<file path="src/rtl/vdp_super_res_prefetch.sv">
// rtl/vdp_super_res_prefetch.sv - super-res line prefetcher: one SDRAM read in flight, 4-word FIFO
module vdp_super_res_prefetch (
  input  logic        clk,
  input  logic        reset_n,
  input  logic        vdp_super,
  input  logic        line_start,
  input  logic [17:0] start_addr,
  input  logic [7:0]  words_per_line,
  input  logic        pop,
  output logic [31:0] word_out,
  output logic        word_valid,
  output logic        line_done,
  output logic        underrun,
  input  logic        clear_underrun,
  output logic        mem_req,
  output logic [17:0] mem_addr,
  input  logic        mem_ack,
  input  logic [31:0] mem_data,
  input  logic        mem_data_valid
);

  typedef enum logic [1:0] {IDLE, REQ, WAIT, DONE} state_t;

  state_t      state, state_nxt;
  logic [17:0] addr, addr_nxt;
  logic [7:0]  remaining, remaining_nxt;
  logic        discard, discard_nxt;
  logic [31:0] fifo_mem [4];
  logic [1:0]  rd_ptr, wr_ptr;
  logic [2:0]  count;
  logic        req_fire;
  logic        push;
  logic        do_pop;
  logic        set_underrun;

  // Request is decoded purely from registered state; only one read can be in flight.
  assign mem_req      = (state == REQ) && !discard && (count < 3'd4);
  assign mem_addr     = addr;
  assign line_done    = (state == IDLE) || (state == DONE);
  assign word_valid   = (count != 3'd0);
  assign word_out     = word_valid ? fifo_mem[rd_ptr] : 32'd0;
  assign req_fire     = mem_req && mem_ack;
  assign do_pop       = pop && word_valid && !line_start;
  assign set_underrun = pop && !word_valid && !line_start;

  always_comb begin
    state_nxt     = state;
    addr_nxt      = addr;
    remaining_nxt = remaining;
    discard_nxt   = discard;
    push          = 1'b0;

    case (state)
      REQ: begin
        if (req_fire) begin
          addr_nxt      = addr + 18'd1;
          remaining_nxt = remaining - 8'd1;
          state_nxt     = WAIT;
        end
      end
      WAIT: begin
        if (mem_data_valid && !discard) begin
          push      = 1'b1;
          state_nxt = (remaining != 8'd0) ? REQ : DONE;
        end
      end
      default: ;
    endcase

    if (discard && mem_data_valid) begin
      discard_nxt = 1'b0;
    end

    // A new line abandons the old one; a read still in flight must be swallowed on return.
    if (line_start) begin
      addr_nxt      = start_addr;
      remaining_nxt = words_per_line;
      state_nxt     = (words_per_line == 8'd0) ? DONE : REQ;
      push          = 1'b0;
      discard_nxt   = ((discard || state == WAIT) && !mem_data_valid) || req_fire;
    end
  end

  always_ff @(posedge clk or negedge reset_n) begin
    if (!reset_n) begin
      state     <= IDLE;
      addr      <= '0;
      remaining <= '0;
      discard   <= 1'b0;
      rd_ptr    <= '0;
      wr_ptr    <= '0;
      count     <= '0;
      underrun  <= 1'b0;
    end else if (!vdp_super) begin
      state     <= IDLE;
      addr      <= '0;
      remaining <= '0;
      discard   <= 1'b0;
      rd_ptr    <= '0;
      wr_ptr    <= '0;
      count     <= '0;
      underrun  <= 1'b0;
    end else begin
      state     <= state_nxt;
      addr      <= addr_nxt;
      remaining <= remaining_nxt;
      discard   <= discard_nxt;
      if (line_start) begin
        rd_ptr <= '0;
        wr_ptr <= '0;
        count  <= '0;
      end else begin
        if (push) begin
          wr_ptr <= wr_ptr + 2'd1;
        end
        if (do_pop) begin
          rd_ptr <= rd_ptr + 2'd1;
        end
        count <= count + {2'b00, push} - {2'b00, do_pop};
      end
      if (set_underrun) begin
        underrun <= 1'b1;
      end else if (clear_underrun) begin
        underrun <= 1'b0;
      end
    end
  end

  always_ff @(posedge clk) begin
    if (push && vdp_super) begin
      fifo_mem[wr_ptr] <= mem_data;
    end
  end

endmodule

</file>
<file path="config.mk">
export PLATFORM = sky130hd
export DESIGN_NAME = vdp_super_res_prefetch
export DESIGN_NICKNAME = d
export VERILOG_FILES = /design/src/rtl/vdp_super_res_prefetch.sv
export SDC_FILE = /design/constraint.sdc
export NUM_CORES = 1
export LEC_CHECK = 0
export ABC_AREA = 1
export BUFFER_PORTS_ARGS = -buffer_cell sky130_fd_sc_hd__buf_4
export CORE_UTILIZATION = 35
export CTS_CLUSTER_DIAMETER = 100
export DETAILED_ROUTE_END_ITERATION = 10
export PLACE_DENSITY = 0.58
export SKIP_LAST_GASP = 1
export SLEW_MARGIN = 20
export SYNTH_ARGS = -nofsm -noshare
export SYNTH_HDL_FRONTEND = slang
export SYNTH_SLANG_ARGS = --single-unit
</file>
<file path="constraint.sdc">
create_clock -name clk -period 2.6 [get_ports clk]
set_input_delay 0.13 -clock clk [delete_from_list [all_inputs] [get_ports clk]]
set_output_delay 0.13 -clock clk [all_outputs]
set_load 0.01 [all_outputs]
</file>
# Yosys cells after proc, flatten, opt, wreduce, memory -nomap -nowiden
# Memories as Yosys holds them, arrays and structs flattened.
# Index checks and enable logic that the tools add are counted.
[word_totals]
out_inout_bits = 54
regBits = 37
memories = 1
word_cells = 87
input_bits = 66
ramBits = 128
latch_bits = 0
romBits = 0
[mem_list]
columns = ["memory", "words", "word_bits", "read_ports", "rd_ports_with_merged_regs", "write_ports", "line", "text"]
rows = [
  ["fifo_mem", 4, 32, 1, 0, 1, "28", "logic [31:0] fifo_mem [4];"],
]
[classes]
magnitude_cmp = 1
n_mul = 0
div = 0
eq_ne = 12
shifts = 0
bitwise_logic = 0
reduce_logical = 24
muxes = 35
addsub = 6
[op_table]
columns = ["cell", "count"]
rows = [
  ["18-bit 2-to-1 mux", 4],
  ["32-bit 2-to-1 mux", 1],
  ["8-bit 2-to-1 mux", 4],
  ["2-bit 2-to-1 mux", 12],
  ["18-bit by 1-bit adder with 18-bit output (second input constant)", 1],
  ["3-bit by 1-bit != test with 1-bit output (second input constant)", 6],
  ["1-bit logical AND", 11],
  ["1-bit 2-to-1 mux", 11],
  ["8-bit zero test", 1],
  ["4-bit != test (second input constant)", 2],
  ["8-bit nonzero test", 1],
  ["8-bit by 1-bit subtractor with 8-bit output (second input constant)", 1],
  ["3-bit 2-to-1 mux", 2],
  ["2-bit by 1-bit adder with 2-bit output (second input constant)", 2],
  ["2-bit equality test (second input constant)", 2],
  ["1-bit zero test", 4],
  ["4-bit by 1-bit != test with 1-bit output (second input constant)", 1],
  ["2-bit case mux with 2 select lines", 1],
  ["3-bit by 1-bit adder with 3-bit output", 1],
  ["1-bit logical OR", 3],
  ["3-bit < comparator (second input constant)", 1],
  ["3-bit AND reduction", 1],
  ["3-bit nonzero test", 1],
  ["3-bit by 1-bit subtractor with 3-bit output", 1],
  ["other kinds (3)", 3],
]

# Depth between registers and ports, before layout
[depth]
depth_word = 9
ltp_mapped = 12

# Worst setup path before layout
# OpenSTA, ideal clock, no wires.
[synth_timing]
kind = "register to register"
start = "reg state[0]"
end = "mem fifo_mem[0][0] (enable)"
path_stages_with_launch = 9
period_less_slack_ps = 2841
arrival_ps = 2420
setup_ps = 421
n_path_buf = 0
setup_slack_ps = -241
path_cell_list = "dfrtp_1 > inv_1 > ha_1 > inv_1 > nor2_1 > nand3_1 > inv_1 > nand2_1 > nor2_1"
[synth_between]
elab_chain_len = 6
[synth_rtl]
columns = ["item", "line", "text"]
rows = [
  ["start: declaration", "24", "state_t state, state_nxt;"],
  ["start signal: assignment", "104", "state <= state_nxt;"],
  ["2-bit equality test", "53", "case (state)"],
  ["1-bit 2-to-1 mux", "53", ""],
  ["1-bit 2-to-1 mux", "75", "if (line_start) begin"],
  ["1-bit logical AND", "130", "if (push && vdp_super) begin"],
  ["1-bit 2-to-1 mux", "130", ""],
  ["1-bit 2-to-1 mux (not written as such)", "131", "fifo_mem[wr_ptr] <= mem_data;"],
  ["end: declaration", "28", ""],
]
# No other way between the ends.

# Worst setup path in the final report
[layout_timing]
start = "reg rd_ptr[0]"
end = "out word_out[9]"
[layout_between]
elab_chain_len = 2
[layout_rtl]
columns = ["item", "line", "text"]
rows = [
  ["start: declaration", "29", "logic [1:0] rd_ptr, wr_ptr;"],
  ["start signal: assignment", "117", "rd_ptr <= rd_ptr + 2'd1;"],
  ["memory read 4 x 32 bit", "--", ""],
  ["32-bit 2-to-1 mux", "41", "assign word_out = word_valid ? fifo_mem[rd_ptr] : 32'd0;"],
  ["end: declaration", "10", "output logic [31:0] word_out,"],
]
# No other way between the ends.

==> reports/results.tsv <==
stage	metric	value	unit
run_status	outcome	completed	
clocking	CTS tree	yes	
pwr	sequential fraction of design power	49.6	%
route	DR iter-0 viols	350	
setup_path	CP max stage delay	0.58	ns
setup_path	Worst EP arrival	2.08	ns
setup_path	slowest stage cell, crit path	buf_4	
clocking	Clock transition at path regs	0.06	ns
timing	fin crit period	2.21	ns
logic_synthesis	cell count after synthesis	744	
floorplanning	row count	53	
setup_path	CP Buf/Inv Count	2	
finish	antenna cells	0	
global_route	pin count of the biggest net entering global routing	68	
clocking	clk sink count	165	
clocking	hold_buf cts	40	
global_route	first-pass GRT wire length	28.3	mm
pwr	Combinational Power Share	8.9	%
global_route	grt ovf	0	
timing	Final Cycle Share	85.1	%
global_route	met1 global-route usage	21.6	%
timing	final hold vios	0	
timing	worst slew pin tran	0.718	ns
timing	final worst setup slack	0.389	ns
clocking	Worst-Skew Late Latency	0.41	ns
pwr	clock network power share	41.5	%
pwr	switching part of the total	23.4	%
finish	# fillers	1988	
global_route	initial antenna violation count	0	
logic_synthesis	count leader, synth	nor2_1	
worst_hold_path	Tightest Hold Check Type	input port to flop	
route	WL final	17.5	mm
clocking	clock buffer depth	2	
logic_synthesis	area share of the largest cell type after synthesis	51.3	%
route	DRC violations left	0	
logic_synthesis	syn_area_per_cell	10.1	µm²
global_route	vias in the first global route	5624	
logic_synthesis	synthesized net count	821	
global_route	GRT busiest layer	met2	
global_route	M3 GR Usage	3.62	%
floorplanning	num ports	120	
logic_synthesis	Area contributors post-synth	edfxtp_1 (51%), dfrtp_1 (12%), nor2_1 (9.3%)	
global_route	GR Util met2	28.2	%
finish	Core Util, Final	46.1	%
logic_synthesis	EDFF count, synth	128	
finish	FF/Latch Area	4770	µm²
route	vias post-DR	5630	
place	Place WS	0.387	ns
job	maxcap violations	0	
finish	nets@finish	973	
logic_synthesis	Async SR Flop Fraction	22.4	%
logic_synthesis	FF+latch count, synth	165	
logic_synthesis	synth cell count leaders	nor2_1 (186), edfxtp_1 (128), o21ai_0 (88)	
timing	fmax	0.452	GHz
setup_path	Worst Path Required	2.47	ns
pwr	pwr/cell area	618	nW/µm²
setup_path	startpoint types	flop	
floorplanning	Core ar.	21000	µm²
route	vias per cell	4.76	
clocking	H-tree lvl count	4	
floorplanning	Die Y	148	µm
place	dpl hpwl	10.9	mm
clocking	postcts setup bufs	0	
route	wire per inst	14.8	µm
finish	layout cells sized above 1	20.6	%
setup_path	worst-path maximum fanout	67	
pwr	Lkg Pwr	0.00385	µW
pwr	Worst VDD drop	413	µV
logic_synthesis	post-synthesis cell area	7500	µm²
clocking	CTS Root Cell	clkbuf_16	
finish	Layout area overhead	29.1	%
floorplanning	die area	22000	µm²
timing	RSZ-0062 raised after global routing	false	
finish	multi-input logic area	2400	µm²
floorplanning	Die W	148	µm
place	number of port buffers	119	
route	Post-DRT Antenna Nets	0	
timing	Clock Skew	0.0103	ns
pwr	internal power	4580	µW
global_route	total global-route track usage	16.6	%
timing	Slew Viols, Final	0	
logic_synthesis	Netlist cell types	36	
logic_synthesis	Ys Warns	0	
logic_synthesis	Top FF cell, synth	edfxtp_1	
route	DRT Pass-1 Iters	4	
timing	Max-slew headroom	52.1	%
place	GPL Wtd Cong	0.798	
timing	count of final setup violators	0	
setup_path	CP delay by family, top	buffers and inverters	
clocking	TritonCTS Buffers	17	
clocking	PostCTS Resize Cnt	0	
setup_path	CP endpoint kind	output pin	
setup_path	Setup Crit Path Kind	flop to output pin	
setup_path	critical-path cell list	buf_4 -> nor2_1 -> nor2_1 -> o21ai_0 -> a21oi_1 -> buf_4	
logic_synthesis	register area share after synthesis	63.6	%
floorplanning	Starting Density	35.7	%
logic_synthesis	leading area contributor after synthesis	edfxtp_1	
pwr	Net Switching	1400	µW
[power groups by stage]
stage | registers [µW] | logic, µW | clock network [µW]
global placement | 3020 | 485 | 0
floorplan | 3020 | 243 | 0
detailed placement | 3020 | 489 | 0
finish | 2960 | 533 | 2480
CTS | 2960 | 540 | 2540
global route | 2970 | 599 | 2640
[final timing paths]
kind                                          start                  endpoint  slack (ns)  cells past startpoint
max                           rd_ptr[0]$_DFFE_PN0P_               word_out[9]        0.39                      6
min                               words_per_line[0]  remaining[0]$_DFFE_PN0P_        0.01                      3
max reg2reg                    state[0]$_DFFE_PN0P_        count[2]$_DFF_PN0_        0.40                     12
min reg2reg                remaining[6]$_DFFE_PN0P_  remaining[6]$_DFFE_PN0P_        0.51                      2
max in group asynchronous                   reset_n     rd_ptr[0]$_DFFE_PN0P_        1.96                      2
min in group asynchronous                   reset_n  remaining[4]$_DFFE_PN0P_        0.25                      2
[state kept, by name (all words and copies together) (netlist names)]
register   count
fifo_mem     128
mem_addr      18
remaining      8
count          3
rd_ptr         2
state          2
wr_ptr         2
discard        1
underrun       1
[worst reg2reg max path, delay by kind of cell (launching register included)]
family                     cells  cell delay, ns
buffers and inverters          4            0.23
AOI/OAI and AO/OA              2            0.22
adders and majority gates      4            1.01
and+or+nand+nor                2            0.25
DFF                            1            0.38
[kinds of logic (layout without fill, tap and decap cells)]
family / count (synthesis) / after routing / synth area share, %
fa+ha+maj: 11 / 11 / 1.94
simple gates: 324 / 324 / 17.9
compound gates: 155 / 155 / 10.8
flops: 165 / 165 / 63.6
xor+xnor: 8 / 8 / 0.934
buf+inv: 81 / 245 / 4.80
[metrics by stage]
stage | TNS, ns | instances | hold WS (ns) | total power (µW) | area (µm²)
2_1_floorplan | -30.80 | 744 | -0.166 | 3260 | 7500
3_3_place_gp | 0 | 1112 | 0.139 | 3500 | 8700
3_5_place_dp | 0 | 1112 | 0.147 | 3510 | 8700
4_1_cts | 0 | 1183 | 0.000547 | 6050 | 9680
5_1_grt | 0 | 1183 | 0.0218 | 6210 | 9680
6_report | 0 | 1183 | 0.0143 | 5980 | 9680
[metal layers]
| metal | wire length, µm | share of wire [%] |
|---|---|---|
| met2 | 8390 | 48 |
| met1 | 8130 | 46 |
| met3 | 893 | 5.1 |
| met5 | 0 | 0 |
| met4 | 119 | 0.68 |
[area by class of cell]
type / count / area share, %
inverters: 45 / 1.74
well taps: 275 / 3.55
flip-flops and latches: 165 / 49.3
clock buffers: 18 / 4.43
multi-input cells: 498 / 24.8
repair buffers: 169 / 14.7
clock inverters: 13 / 1.54
[cells in the final DEF, fill, tap and decap left out, types with 5 or more instances in the layout]
cell	count
nand3_1	32
nor2_1	182
nand4_1	5
dlygate4sd3_1	40
buf_4	125
dfrtp_1	36
xor2_1	6
o21ai_1	12
inv_1	39
inv_2	5
nor2_4	6
o21ai_0	88
nand2_1	84
nor2_2	9
a21oi_1	41
ha_1	10
edfxtp_1	128
clkbuf_16	17
No activity file was read; power rests on OpenSTA's default activity.
